$ cat src/rtl/hazard_ctrl.sv
// rtl/hazard_ctrl.sv - pipeline hazard control: forwarding, load-use stall, branch flush, divide stall FSM
module hazard_ctrl #(
    parameter int DIV_LAT = 4,
    parameter int CNT_W   = 4
) (
    input  logic       clk,
    input  logic       reset_n,
    input  logic [4:0] Rs1D,
    input  logic [4:0] Rs2D,
    input  logic [4:0] Rs1E,
    input  logic [4:0] Rs2E,
    input  logic [4:0] RdE,
    input  logic       ResultSrcE0,
    input  logic       PCSrcE,
    input  logic [6:0] OpE,
    input  logic [6:0] Funct7E,
    input  logic [2:0] Funct3E,
    input  logic [4:0] RdM,
    input  logic       RegWriteM,
    input  logic [4:0] RdW,
    input  logic       RegWriteW,
    output logic       StallF,
    output logic       StallD,
    output logic       StallE,
    output logic       FlushD,
    output logic       FlushE,
    output logic       FlushM,
    output logic [1:0] ForwardAE,
    output logic [1:0] ForwardBE,
    output logic       BusyE
);

    typedef enum logic [1:0] {
        IDLE = 2'd0,
        BUSY = 2'd1,
        DONE = 2'd2
    } state_t;

    // First stall cycle comes from the combinational IDLE decode, the last
    // cycle is the free DONE cycle, so the counter only covers the middle.
    localparam logic [CNT_W-1:0] CNT_INIT = CNT_W'(DIV_LAT - 2);
    localparam logic [CNT_W-1:0] CNT_ONE  = CNT_W'(1);

    state_t           state;
    logic [CNT_W-1:0] cnt;
    logic             div_e;
    logic             lw_stall;
    logic             mc_stall;
    logic [1:0]       fwd_a;
    logic [1:0]       fwd_b;

    // Low funct3 bits do not distinguish DIV/DIVU/REM/REMU from other M ops
    logic unused_funct3;
    assign unused_funct3 = ^Funct3E[1:0];

    assign div_e    = (OpE == 7'b0110011) && (Funct7E == 7'b0000001) && Funct3E[2];
    assign lw_stall = ResultSrcE0 && (RdE != 5'd0) && ((RdE == Rs1D) || (RdE == Rs2D));

    // Operand A forwarding select, memory stage wins over writeback
    always_comb begin
        fwd_a = 2'b00;
        if (RegWriteM && (RdM != 5'd0) && (RdM == Rs1E)) begin
            fwd_a = 2'b10;
        end else if (RegWriteW && (RdW != 5'd0) && (RdW == Rs1E)) begin
            fwd_a = 2'b01;
        end
    end

    // Operand B forwarding select, same priority as operand A
    always_comb begin
        fwd_b = 2'b00;
        if (RegWriteM && (RdM != 5'd0) && (RdM == Rs2E)) begin
            fwd_b = 2'b10;
        end else if (RegWriteW && (RdW != 5'd0) && (RdW == Rs2E)) begin
            fwd_b = 2'b01;
        end
    end

    // Stall request from the divide FSM; DONE ignores divE since the same divide is leaving E
    always_comb begin
        mc_stall = 1'b0;
        case (state)
            IDLE:    mc_stall = div_e;
            BUSY:    mc_stall = 1'b1;
            default: mc_stall = 1'b0;
        endcase
    end

    // Divide occupancy FSM, updated on the falling edge alongside the pipeline registers
    always_ff @(negedge clk or negedge reset_n) begin
        if (!reset_n) begin
            state <= IDLE;
            cnt   <= '0;
        end else begin
            case (state)
                IDLE: begin
                    if (div_e) begin
                        if (DIV_LAT == 2) begin
                            state <= DONE;
                        end else begin
                            state <= BUSY;
                            cnt   <= CNT_INIT;
                        end
                    end
                end
                BUSY: begin
                    if (cnt == CNT_ONE) begin
                        state <= DONE;
                        cnt   <= '0;
                    end else begin
                        cnt <= cnt - CNT_ONE;
                    end
                end
                DONE: begin
                    state <= IDLE;
                end
                default: begin
                    state <= IDLE;
                    cnt   <= '0;
                end
            endcase
        end
    end

    // Output stage: the divide stall overrides load-use and branch flushes; all outputs are zero in reset
    always_comb begin
        StallF    = reset_n & (lw_stall | mc_stall);
        StallD    = reset_n & (lw_stall | mc_stall);
        StallE    = reset_n & mc_stall;
        FlushM    = reset_n & mc_stall;
        BusyE     = reset_n & mc_stall;
        FlushD    = reset_n & PCSrcE & ~mc_stall;
        FlushE    = reset_n & (lw_stall | PCSrcE) & ~mc_stall;
        ForwardAE = reset_n ? fwd_a : 2'b00;
        ForwardBE = reset_n ? fwd_b : 2'b00;
    end

endmodule

$ cat config.mk
export PLATFORM = sky130hd
export DESIGN_NAME = hazard_ctrl
export DESIGN_NICKNAME = d
export VERILOG_FILES = /design/src/rtl/hazard_ctrl.sv
export SDC_FILE = /design/constraint.sdc
export NUM_CORES = 1
export LEC_CHECK = 0
export CORE_MARGIN = 2
export CORE_UTILIZATION = 30
export DETAILED_ROUTE_END_ITERATION = 10
export PLACE_DENSITY = 0.76
export SYNTH_ARGS = -nofsm -noshare
export SYNTH_HDL_FRONTEND = slang
export SYNTH_SLANG_ARGS = --single-unit
$ cat constraint.sdc
create_clock -name clk -period 1.72 [get_ports clk]
set_clock_uncertainty 0.1 [all_clocks]
set_input_delay 0.258 -clock clk [delete_from_list [all_inputs] [get_ports clk]]
set_output_delay 0.258 -clock clk [all_outputs]
set_load 0.005 [all_outputs]
After elaboration in Yosys (flattened, before gate mapping)
Index checks and enable logic that the tools add are counted.
{"block": "word_totals", "output_inout_bits": 11, "in_bits": 58, "elab_cells": 56, "register_bits": 6}
{"block": "op_classes", "reduce_logical": 17, "n_eq_ne": 13, "addsub": 1, "bitwise": 10, "mux": 13}
{"op": "== test 5 bit", "n": 6}
{"op": "nonzero test 5 bit", "n": 3}
{"op": "2-to-1 mux 2 bit", "n": 6}
{"op": "case mux 4 bit (3 select lines)", "n": 1}
{"op": "logical AND 1 bit", "n": 10}
{"op": "2-to-1 mux 4 bit", "n": 2}
{"op": "== test 7 x 1 -> 1 bit, second input constant", "n": 1}
{"op": "== test 7 x 6 -> 1 bit, second input constant", "n": 1}
{"op": "AND 1 bit", "n": 6}
{"op": "== test 4 x 1 -> 1 bit, second input constant", "n": 1}
{"op": "inequality test 2 bit, second input constant", "n": 2}
{"op": "case mux 2 bit (2 select lines)", "n": 1}
{"op": "AND reduction 2 bit", "n": 2}
{"op": "subtractor 4 x 1 -> 4 bit, second input constant", "n": 1}
{"op": "== test 2 x 1 -> 1 bit, second input constant", "n": 1}
{"op": "== test 2 bit, second input constant", "n": 1}
{"op": "zero test 2 bit", "n": 1}
{"op": "2-to-1 mux 1 bit", "n": 2}
{"op": "NOT 1 bit", "n": 2}
{"op": "OR 1 bit", "n": 2}
{"op": "case mux 1 bit (2 select lines)", "n": 1}
{"op": "logical OR 1 bit", "n": 1}

Logic depth before layout (Yosys ltp)
{"block": "depth", "depth_word": 6, "ltp_mapped": 5, "depth_no_buf": 5}

==> results.json <==
{
  "drt_iter0_drc": 9,
  "layout.nets": 256,
  "cts_hold_buffers": 0,
  "timing.final.hold_violations": 0,
  "synth_edf_count": 0,
  "required_ns": 1.36,
  "vias": 1141,
  "grt_pass1_vias": 1243,
  "grt_pass1_wl_mm": 5.46,
  "outcome": "complete, but fails checks",
  "crit_fanout": 3,
  "slowest_delay_ns": 0.37,
  "antenna_found_initial": 0,
  "yosysWarnings": 0,
  "p_leak_uw": 0.000902,
  "wl_per_cell_um": 16.4,
  "gp_congestion": 0.884,
  "gr-total-overflow": 0,
  "avgSynthCellArea_sq_um": 8.51,
  "vdd_drop_max_v": 0.000314,
  "tightest_slew_ns": 0.456,
  "syn-cell-area_sq_um": 817,
  "path_common_cell": "buf_6",
  "async_reset_ff_share_pct": 100,
  "ys_types": 26,
  "clkTransAtPathRegs_ns": 0.04,
  "initial_core_util_pct": 32.4,
  "relSlewSlack_pct": 69.4,
  "worstPathCellList": "nor4bb_4, nand4_1, buf_4, nand2_4, buf_6, and2_4, buf_6",
  "clock_latency_ns": 0.26,
  "viasPerCell": 5.09,
  "fillers": 172,
  "dr.pass1.iters": 4,
  "p_per_area_nw_per_um2": 315,
  "grt_max_degree": 14,
  "drcViolationCount": 0,
  "ant_nets": 0,
  "yosys_register_bits": 6,
  "hp-class": "reg -> reg",
  "numCtsBuffers": 3,
  "rsz0062_at_grt": "true",
  "die_h_um": 56.2,
  "port_buffers": 66,
  "crit_path_end_kind": "output pin",
  "setup_viol": 16,
  "critPathTopFamily": "simple AND/OR/NAND/NOR gates",
  "n_antenna_cell": 0,
  "start_kind": "flop",
  "synth_flop_cell": "dfrtn_1",
  "maxCapViolations": 0,
  "slew_violations": 0,
  "drive_gt1_share_pct": 50.5,
  "dp_hpwl_mm": 2.55,
  "rows": 18,
  "coreArea_sq_um": 2520,
  "die_w_um": 56.2,
  "die_area_sq_um": 3160,
  "cts_tree": "done",
  "area_delta_synth_final_pct": 136,
  "htree_levels": 1,
  "finalCoreUtilization_pct": 76.3,
  "final_common_cell": "buf_6",
  "setup_slack_ns": -1.16,
  "io_pins": 69,
  "synth-seq-area-share_pct": 18.4,
  "critPathSlowestCell": "dfrtn_1",
  "drt-total-wl_mm": 3.68,
  "cts_sinks": 6,
  "cp.arrival_ns": 2.52,
  "layout_common_cells": "buf_6 (26), xor2_1 (24), buf_4 (23)",
  "clock_path_buffers": 2,
  "violations": "negative setup slack",
  "track_usage_pct": 21.8,
  "cts_root_buf": "clkbuf_4",
  "cp_num_buf_inv": 3,
  "syn_nets": 156,
  "path_class": "reg -> out",
  "synth_cells": 96,
  "post-place-ws_ns": -1.04
}
==> cell type report <==
class                           instances  area, sq um  area share (%)
Clock buffer                            3         22.5            1.17
Tap cell                               30         37.5            1.95
Sequential cell                         6          150            7.80
Inverter                                4         15.0           0.780
Timing Repair Buffer                   99          871            45.3
Multi-Input combinational cell         82          828            43.0
==> power breakdown <==
| group | total (uW) | switching [uW] | internal (uW) |
|---|---|---|---|
| clock | 138 | 58.6 | 79.4 |
| sequential | 148 | 2.88 | 145 |
| combinational | 320 | 130 | 190 |
==> metrics by stage <==
stage | instances | hold slack, ns | area, sq um | setup TNS (ns) | power [uW]
after floorplan | 96 | 0.320 | 832 | -6.14 | 229
after global placement | 208 | 0.356 | 1650 | -14.97 | 429
after detailed placement | 208 | 0.366 | 1650 | -15.40 | 436
after CTS | 221 | 0.364 | 1750 | -11.88 | 567
after global routing | 224 | 0.424 | 1920 | -13.03 | 644
final | 224 | 0.393 | 1920 | -12.42 | 606
==> worst paths after layout <==
kind,start,endpoint,slack (ns),depth (start not counted)
setup reg to reg,state[1]$_DFFE_NN0P_,cnt[3]$_DFFE_NN0P_,-0.24,9
max in group asynchronous,reset_n,cnt[2]$_DFFE_NN0P_,0.70,2
min in group asynchronous,reset_n,cnt[1]$_DFFE_NN0P_,0.62,2
hold / removal,cnt[0]$_DFFE_NN0P_,cnt[0]$_DFFE_NN0P_,0.39,1
hold reg to reg,cnt[0]$_DFFE_NN0P_,cnt[0]$_DFFE_NN0P_,0.39,1
setup / recovery,state[1]$_DFFE_NN0P_,FlushM,-1.16,7
==> per-layer routing <==
metal / up-vias / part of all wire [%] / global-route usage, %
li1: 540 / - / -
met1: 545 / 36 / 22.5
met2: 49 / 57 / 45.5
met3: 7 / 4.9 / 1.86
met4: 0 / 2.2 / 5.44
met5: - / 0 / 0
==> cells by family after synthesis <==
kind of cell / after synthesis / share of synthesized area [%]
buffers and inverters: 8 / 5.05
XOR/XNOR: 30 / 32.2
AO/OA/AOI/OAI: 15 / 13.5
flip-flops: 6 / 18.4
AND/OR/NAND/NOR: 35 / 27.9
adder cells (fa/ha/maj): 2 / 3.06
==> state kept, by name (all words and copies together) (netlist names) <==
name   count
state      2
cnt        4
==> what timing repair did <==
action / in CTS / in global routing
pin swaps: 13 / 10
gates cloned: 0 / 0
setup endpoints to repair: 16 / 16
buffers inserted: 11 / 3
resized for setup: 164 / 40
==> Yosys cell counts (all sizes together), types with 4 or more instances <==
cell | instances | share of area [%]
dfrtn | 6 | 18
inv | 4 | 1.8
nand2b | 4 | 3.1
nand3 | 4 | 2.5
nor2 | 4 | 1.8
nor4 | 5 | 5.4
o21ai | 5 | 3.5
o2bb2ai | 5 | 5.4
or4 | 5 | 4.6
xnor2 | 6 | 6.4
xor2 | 24 | 26
Note: power is estimated with default switching activity, not from simulation.
